`src/rtl/microwave_pkg.sv`:
```
// Shared definitions for the microwave controller: FSM state encoding,
// time limits and the BCD digit buffer layout.
package microwave_pkg;

    typedef enum logic [2:0] {
        ST_IDLE     = 3'd0,
        ST_ENTRY    = 3'd1,
        ST_ARMING   = 3'd2,
        ST_COOKING  = 3'd3,
        ST_PAUSED   = 3'd4,
        ST_FINISHED = 3'd5
    } state_e;

    localparam int unsigned MAX_MIN     = 99;
    localparam int unsigned MAX_SEC     = 59;
    localparam int unsigned ADD_SEC     = 30;
    localparam int unsigned SEC_PER_MIN = 60;
    localparam int unsigned MAX_TOTAL   = MAX_MIN * SEC_PER_MIN + MAX_SEC;

    localparam int unsigned DIGIT_W = 4;
    localparam int unsigned TIME_W  = 7;   // 0..99
    localparam int unsigned TOTAL_W = 13;  // 0..6029 before saturation

    // Keypad entry mm:ss, d3 is the most significant minute digit.
    typedef struct packed {
        logic [DIGIT_W-1:0] d3;
        logic [DIGIT_W-1:0] d2;
        logic [DIGIT_W-1:0] d1;
        logic [DIGIT_W-1:0] d0;
    } bcd_time_t;

    // Two BCD digits to binary 0..99.
    function automatic logic [TIME_W-1:0] bcd_pair(input logic [DIGIT_W-1:0] hi,
                                                    input logic [DIGIT_W-1:0] lo);
        return TIME_W'(hi) * TIME_W'(10) + TIME_W'(lo);
    endfunction

endpackage

```
`src/rtl/bcd_time_buf.sv`:
```
// Four-digit mm:ss keypad buffer with +30 s saturating add and registered
// binary min/sec conversion.
// Ports: clock, reset (async, active-high); shift_i/digit_i push a digit in
//        at d0; add30_i adds 30 s (saturating at 99:59); clear_i zeroes the
//        buffer (clear > add30 > shift); zero_c flags an all-zero buffer;
//        min_o/sec_o are the registered binary values (sec clamped to 59).
module bcd_time_buf
    import microwave_pkg::*;
(
    input  logic               clock,
    input  logic               reset,
    input  logic               shift_i,
    input  logic [DIGIT_W-1:0] digit_i,
    input  logic               add30_i,
    input  logic               clear_i,
    output logic               zero_c,
    output logic [TIME_W-1:0]  min_o,
    output logic [TIME_W-1:0]  sec_o
);

    bcd_time_t           digits_q, digits_d;
    logic [TIME_W-1:0]   min_c, sec_raw_c, sec_c, add_min_c, add_sec_c;
    logic [TIME_W-1:0]   min_q, sec_q;
    logic [TOTAL_W-1:0]  total_c;

    // Binary view of the current buffer; seconds entries above 59 clamp.
    always_comb begin
        min_c     = bcd_pair(digits_q.d3, digits_q.d2);
        sec_raw_c = bcd_pair(digits_q.d1, digits_q.d0);
        sec_c     = (sec_raw_c > TIME_W'(MAX_SEC)) ? TIME_W'(MAX_SEC) : sec_raw_c;
    end

    // +30 s in total seconds, saturated, then split back to mm:ss.
    always_comb begin
        total_c = TOTAL_W'(min_c) * TOTAL_W'(SEC_PER_MIN) + TOTAL_W'(sec_c) + TOTAL_W'(ADD_SEC);
        if (total_c > TOTAL_W'(MAX_TOTAL)) begin
            total_c = TOTAL_W'(MAX_TOTAL);
        end
        add_min_c = TIME_W'(total_c / TOTAL_W'(SEC_PER_MIN));
        add_sec_c = TIME_W'(total_c % TOTAL_W'(SEC_PER_MIN));
    end

    // Buffer next-state.
    always_comb begin
        digits_d = digits_q;
        if (clear_i) begin
            digits_d = '0;
        end else if (add30_i) begin
            digits_d.d3 = DIGIT_W'(add_min_c / TIME_W'(10));
            digits_d.d2 = DIGIT_W'(add_min_c % TIME_W'(10));
            digits_d.d1 = DIGIT_W'(add_sec_c / TIME_W'(10));
            digits_d.d0 = DIGIT_W'(add_sec_c % TIME_W'(10));
        end else if (shift_i) begin
            digits_d = {digits_q.d2, digits_q.d1, digits_q.d0, digit_i};
        end
    end

    always_ff @(posedge clock or posedge reset) begin
        if (reset) begin
            digits_q <= '0;
            min_q    <= '0;
            sec_q    <= '0;
        end else begin
            digits_q <= digits_d;
            min_q    <= min_c;
            sec_q    <= sec_c;
        end
    end

    assign zero_c = (digits_q == '0);
    assign min_o  = min_q;
    assign sec_o  = sec_q;

endmodule

```
`src/rtl/edge_detector.sv`:
```
// Rising-edge detector for a synchronous level input.
// Ports: clock, reset (async, active-high), sig_i level in,
//        rise_c combinational one-cycle pulse on a 0->1 transition.
module edge_detector (
    input  logic clock,
    input  logic reset,
    input  logic sig_i,
    output logic rise_c
);

    logic sig_q;

    always_ff @(posedge clock or posedge reset) begin
        if (reset) begin
            sig_q <= 1'b0;
        end else begin
            sig_q <= sig_i;
        end
    end

    assign rise_c = sig_i & ~sig_q;

endmodule

```
`src/rtl/microwave_ctrl.sv`:
```
// Microwave sequencer: keypad entry, start/pause/stop handshake with the
// countdown timer, magnetron/lamp/beeper control.
// Ports: clock, reset (async, active-high); btn_start/btn_stop/btn_add30
//        button levels (edge-detected here); door_open level; key_valid +
//        key_digit keypad strobe; timer_done timer idle flag.
//        Outputs (all registered): tmr_start/tmr_pause/tmr_stop one-cycle
//        timer pulses, min/sec binary time, magnetron, lamp, beep, err
//        (arming timeout pulse), state (debug).
module microwave_ctrl
    import microwave_pkg::*;
#(
    parameter int unsigned BEEP_CYCLES = 300_000_000,
    parameter int unsigned ARM_TIMEOUT = 16
) (
    input  logic              clock,
    input  logic              reset,
    input  logic              btn_start,
    input  logic              btn_stop,
    input  logic              btn_add30,
    input  logic              door_open,
    input  logic              key_valid,
    input  logic [3:0]        key_digit,
    input  logic              timer_done,
    output logic              tmr_start,
    output logic              tmr_pause,
    output logic              tmr_stop,
    output logic [6:0]        min,
    output logic [6:0]        sec,
    output logic              magnetron,
    output logic              lamp,
    output logic              beep,
    output logic              err,
    output logic [2:0]        state
);

    localparam int unsigned CNT_MAX = (BEEP_CYCLES > ARM_TIMEOUT) ? BEEP_CYCLES : ARM_TIMEOUT;
    localparam int unsigned CNT_W   = (CNT_MAX > 1) ? $clog2(CNT_MAX) : 1;

    state_e             state_q, state_d;
    logic [CNT_W-1:0]   cnt_q, cnt_d;
    logic               start_q, start_d, pause_q, pause_d, stop_q, stop_d;
    logic               err_q, err_d, stop_pend_q, stop_pend_d;
    logic               magnetron_q, magnetron_d, lamp_q, lamp_d, beep_q, beep_d;

    logic start_rise_c, stop_rise_c, add30_rise_c;
    logic stop_req_c, pulse_last_c, key_ok_c;
    logic shift_c, add30_c, clear_c, zero_c;

    edge_detector u_start_edge (.clock(clock), .reset(reset), .sig_i(btn_start), .rise_c(start_rise_c));
    edge_detector u_stop_edge  (.clock(clock), .reset(reset), .sig_i(btn_stop),  .rise_c(stop_rise_c));
    edge_detector u_add30_edge (.clock(clock), .reset(reset), .sig_i(btn_add30), .rise_c(add30_rise_c));

    bcd_time_buf u_time_buf (
        .clock   (clock),
        .reset   (reset),
        .shift_i (shift_c),
        .digit_i (key_digit),
        .add30_i (add30_c),
        .clear_i (clear_c),
        .zero_c  (zero_c),
        .min_o   (min),
        .sec_o   (sec)
    );

    // A timer pulse last cycle blocks any new pulse this cycle; a stop that
    // lands in that gap is remembered and served one cycle later.
    assign pulse_last_c = start_q | pause_q | stop_q;
    assign stop_req_c   = stop_rise_c | stop_pend_q;
    assign key_ok_c     = key_valid & (key_digit <= 4'd9);

    // Next-state and output decode; priority stop > door > start > add30 > key.
    always_comb begin
        state_d     = state_q;
        cnt_d       = cnt_q;
        start_d     = 1'b0;
        pause_d     = 1'b0;
        stop_d      = 1'b0;
        err_d       = 1'b0;
        stop_pend_d = 1'b0;
        shift_c     = 1'b0;
        add30_c     = 1'b0;
        clear_c     = 1'b0;

        case (state_q)
            ST_IDLE, ST_ENTRY: begin
                if (stop_req_c) begin
                    if (state_q == ST_ENTRY) begin
                        clear_c = 1'b1;
                        state_d = ST_IDLE;
                    end
                end else if (start_rise_c) begin
                    if (!door_open && !zero_c && !pulse_last_c) begin
                        start_d = 1'b1;
                        cnt_d   = '0;
                        state_d = ST_ARMING;
                    end
                end else if (add30_rise_c) begin
                    add30_c = 1'b1;
                    state_d = ST_ENTRY;
                end else if (key_ok_c) begin
                    shift_c = 1'b1;
                    state_d = ST_ENTRY;
                end
            end
            ST_ARMING, ST_COOKING, ST_PAUSED: begin
                if (stop_req_c) begin
                    if (pulse_last_c) begin
                        stop_pend_d = 1'b1;
                    end else begin
                        stop_d  = 1'b1;
                        clear_c = 1'b1;
                        state_d = ST_IDLE;
                    end
                end else begin
                    case (state_q)
                        ST_ARMING: begin
                            if (!timer_done) begin
                                state_d = ST_COOKING;
                            end else if (cnt_q == CNT_W'(ARM_TIMEOUT - 1)) begin
                                stop_d  = 1'b1;
                                err_d   = 1'b1;
                                state_d = ST_ENTRY;
                            end else begin
                                cnt_d = cnt_q + CNT_W'(1);
                            end
                        end
                        ST_COOKING: begin
                            if (door_open) begin
                                if (!pulse_last_c) begin
                                    pause_d = 1'b1;
                                    state_d = ST_PAUSED;
                                end
                            end else if (timer_done) begin
                                cnt_d   = '0;
                                state_d = ST_FINISHED;
                            end
                        end
                        default: begin
                            if (start_rise_c && !door_open && !pulse_last_c) begin
                                start_d = 1'b1;
                                state_d = ST_COOKING;
                            end
                        end
                    endcase
                end
            end
            ST_FINISHED: begin
                if (stop_req_c || door_open || (cnt_q == CNT_W'(BEEP_CYCLES - 1))) begin
                    clear_c = 1'b1;
                    state_d = ST_IDLE;
                end else begin
                    cnt_d = cnt_q + CNT_W'(1);
                end
            end
            default: begin
                state_d = ST_IDLE;
            end
        endcase

        magnetron_d = (state_d == ST_COOKING);
        beep_d      = (state_d == ST_FINISHED);
        lamp_d      = door_open || (state_d == ST_COOKING) || (state_d == ST_PAUSED);
    end

    always_ff @(posedge clock or posedge reset) begin
        if (reset) begin
            state_q     <= ST_IDLE;
            cnt_q       <= '0;
            start_q     <= 1'b0;
            pause_q     <= 1'b0;
            stop_q      <= 1'b0;
            err_q       <= 1'b0;
            stop_pend_q <= 1'b0;
            magnetron_q <= 1'b0;
            lamp_q      <= 1'b0;
            beep_q      <= 1'b0;
        end else begin
            state_q     <= state_d;
            cnt_q       <= cnt_d;
            start_q     <= start_d;
            pause_q     <= pause_d;
            stop_q      <= stop_d;
            err_q       <= err_d;
            stop_pend_q <= stop_pend_d;
            magnetron_q <= magnetron_d;
            lamp_q      <= lamp_d;
            beep_q      <= beep_d;
        end
    end

    assign tmr_start = start_q;
    assign tmr_pause = pause_q;
    assign tmr_stop  = stop_q;
    assign err       = err_q;
    assign magnetron = magnetron_q;
    assign lamp      = lamp_q;
    assign beep      = beep_q;
    assign state     = state_q;

endmodule

```
`config.mk`:
```
export PLATFORM = sky130hd
export DESIGN_NAME = microwave_ctrl
export DESIGN_NICKNAME = d
export VERILOG_FILES = /design/src/rtl/microwave_pkg.sv /design/src/rtl/bcd_time_buf.sv /design/src/rtl/edge_detector.sv /design/src/rtl/microwave_ctrl.sv
export SDC_FILE = /design/constraint.sdc
export NUM_CORES = 1
export LEC_CHECK = 0
export BUFFER_PORTS_ARGS = -buffer_cell sky130_fd_sc_hd__buf_4
export CAP_MARGIN = 20
export CORE_UTILIZATION = 45
export CTS_CLUSTER_DIAMETER = 50
export DETAILED_ROUTE_END_ITERATION = 16
export GPL_TIMING_DRIVEN = 0
export PLACE_DENSITY = 0.73
export SLEW_MARGIN = 25
export SYNTH_ARGS = -nofsm -noshare
export SYNTH_HDL_FRONTEND = slang
export SYNTH_HIERARCHICAL = 1
export SYNTH_SLANG_ARGS = --single-unit
```
`constraint.sdc`:
```
create_clock -name clock -period 24.4 [get_ports clock]
set_input_delay 4.88 -clock clock [delete_from_list [all_inputs] [get_ports clock]]
set_output_delay 4.88 -clock clock [all_outputs]
set_load 0.03 [all_outputs]
```
==> impl_metrics.tcl <==
set metrics [dict create \
    cts_made_buffers 9 \
    arrival_ns 12.15 \
    r2r-start "u_time_buf/digits_q[12]" \
    overflow 0 \
    nets 1063 \
    crit_required_ns 24.64 \
    fin_cells 1219 \
    cts-root-buf "clkbuf_16" \
    core_um2 17200 \
    r2r-end "u_time_buf/digits_q[11]" \
    hpwlAfterDp_um 15500 \
    crit_path_end_kind "flop" \
    setup_viol 0 \
    ys_types 111 \
    hold_viol 0 \
    postCtsHoldBufs 0 \
    cts.repair.resized 0 \
    max-clock-path-buffers 2 \
    fin_skew_ns 0.00798 \
    ys_ff_latch 73 \
    timing.hold.ws_ns 0.523 \
    seq_area_frac_synth_pct 23.1 \
    min_path_type "reg2reg" \
    avgSynthCellArea_um2 8.41 \
    worstRegToRegCells 44 \
    synthArstFlopShare_pct 100 \
    place_inst 1203 \
    critical_path.startpoint "u_time_buf/digits_q[12]" \
    max_slew.worst_pin.slew_ns 0.856 \
    grt.total_usage_pct 23.0 \
    die_area_um2 18100 \
    cts_tree "built" \
    syn_area_um2 7920 \
    whs_path_depth 1 \
    drive_above_1_share_pct 14.0 \
    io_pins 36 \
    start_util_pct 45.9 \
    crit_fanout 9 \
    dr_total_vias 7467 \
    slew_headroom_pct 42.4 \
    drv_cap 0 \
    drv_slew 0 \
    finalCritPeriodShare_pct 48.8 \
    rows 48 \
    clk_latency_ns 0.33 \
    place.gp.congestion 0.900 \
    critPathLaunchType "flop" \
    via_per_inst 6.13 \
    min_to "cnt_q[12]" \
    portBuffers 35 \
    r2r_slack_ns 12.49 \
    worstSetupPathType "reg2reg" \
    avgRoutedWirePerCell_um 16.5 \
    syn_inst 941 \
    hp-start "cnt_q[12]" \
    grt_pass1_wl_um 34300 \
    status "finished with violations" \
    finalSetupTns_ns 0 \
    cts_setup_buffers 0 \
    drc 1 \
    min_period_ns 11.91 \
    rsz0062_at_grt "false" \
    htree_levels 3 \
    detail-route-antenna-nets 0 \
    die_h_um 135 \
    grt_pass1_vias 7067 \
    drt_iter0_drc 570 \
    critical-path-slowest-cell "xnor2_1" \
    dr.pass1.iters 11 \
    clock-sinks 73 \
    synth_edf_count 0 \
    synthFlopType "dfrtp_1" \
    clk_pin_slew_worst_paths_ns 0.06 \
    crit_path_max_incr_delay_ns 0.67 \
    ys_warn_count 6 \
    grt_max_degree 31 \
    routed_wl_um 20200 \
    synthToLayoutAreaGrowth_pct 11.3 \
    violations "DRC" \
    cpMostUsedCell "ha_1" \
    die_x_um 135 \
    antenna_found_initial 0 \
    fmax_mhz 84.0 \
    antenna_cells 0 \
]
## through the flow
step	util, %	setup slack, ns	area, um^2
final	51.1	12.49	8810
after global routing	51.1	11.62	8810
after CTS	51.1	12.56	8810
after detailed placement	49.2	12.62	8480
after global placement	49.1	12.78	8460
after floorplan	-	14.16	7920
## state kept, by name, indices dropped and copies added, names as in the netlist
signal	cells
tmr_stop	1
u_time_buf/digits_q	16
tmr_pause	1
err	1
u_stop_edge/sig_q	1
lamp	1
tmr_start	1
u_add30_edge/sig_q	1
stop_pend_q	1
u_start_edge/sig_q	1
u_time_buf/min_o	7
magnetron	1
u_time_buf/sec_o	7
beep	1
state	3
cnt_q	29
## synthesized netlist by cell type (all sizes together), types with 6 or more instances
cell type	instances	area, um^2
nor2	74	278
dfrtp	73	1830
inv	69	259
a21oi	62	318
nand2	61	229
o21ai	59	322
ha	50	626
nand3	38	200
a211oi	29	240
o31ai	26	195
nor3	24	140
and3	22	143
nor2b	22	160
xnor2	22	226
nor4	20	161
clkbuf	17	63.8
a31oi	16	113
and2	15	93.8
buf	15	97.6
or3	14	87.6
a21o	13	97.6
mux2i	13	130
fa	12	240
xor2	12	120
nand4	11	68.8
nand2b	10	62.6
o21a	9	67.6
or2	9	56.3
and4	8	72.6
o22ai	8	62.6
o2111ai	7	85.1
a221oi	6	65.1
a31o	6	52.6
o211ai	6	68.8
o221ai	6	58.8
or4	6	45.0
## layout make-up
cell class,instances,area [um^2]
fillers,1623,8420
multi-input cells,766,5660
flip-flops and latches,73,1830
well taps,225,282
plain buffers,33,170
inverters,70,263
clock buffers,11,253
clock inverters,5,77.6
repair buffers,36,283
## routing by layer
metal	global-route usage [%]	wire length, um	part of all wire, %
met1	32.4	9530	47
met5	0	0	0
met3	2.06	988	4.9
met2	36.8	9270	46
met4	7.87	376	1.9
## cell families (layout without fill, tap and decap cells)
group | Yosys count | after routing | synth area share [%]
muxes | 17 | 17 | 2.21
AOI/OAI and AO/OA | 303 | 303 | 28.8
xor gates and xnor gates | 37 | 37 | 5.25
adders and majority gates | 63 | 63 | 11.1
and+or+nand+nor | 344 | 344 | 24.0
buffers and inverters | 103 | 155 | 5.47
other | 1 | 2 | 0.0474
DFF | 73 | 73 | 23.1
## critical path, delay by kind of cell, from the launching register on
kind                       cells  cell delay, ns
AOI/OAI and AO/OA             17            4.65
adders and majority gates      9            2.84
and+or+nand+nor                9            1.67
xor gates and xnor gates       4            1.34
buffers and inverters          4            0.47
DFF                            1            0.42
muxes                          1            0.42
## how the worst max path moves through the flow
stage	cells after the start	slack [ns]	endpoint
2_1_floorplan	45	14.16	u_time_buf/digits_q[11]
5_1_grt	46	11.62	u_time_buf/digits_q[11]
3_5_place_dp	45	12.62	u_time_buf/digits_q[11]
6_report	44	12.49	u_time_buf/digits_q[11]
4_1_cts	45	12.56	u_time_buf/digits_q[11]
3_3_place_gp	45	12.78	u_time_buf/digits_q[11]
## cells in the final DEF (no fill, tap or decap), types with 9 or more instances in the layout
| cell | count |
|---|---|
| mux2i_1 | 13 |
| or3_1 | 14 |
| clkbuf_16 | 9 |
| and2_1 | 15 |
| a21oi_1 | 60 |
| nand2b_1 | 10 |
| ha_1 | 50 |
| inv_1 | 67 |
| nand4_1 | 11 |
| fa_1 | 12 |
| o21ai_0 | 44 |
| dfrtp_1 | 73 |
| nand3_1 | 36 |
| a31oi_1 | 14 |
| o31ai_1 | 26 |
| o21a_1 | 9 |
| clkbuf_1 | 17 |
| nor4_1 | 17 |
| a21o_1 | 13 |
| and3_1 | 21 |
| xor2_1 | 10 |
| nor3_1 | 20 |
| xnor2_1 | 19 |
| nand2_1 | 61 |
| nor2_1 | 74 |
| buf_2 | 9 |
| nor2b_1 | 19 |
| o21ai_1 | 10 |
| buf_4 | 37 |
| a211oi_1 | 26 |
Power is left out: the tool's default activity adds up to more than one toggle a clock period on the data nets, which glitch-free logic cannot reach.
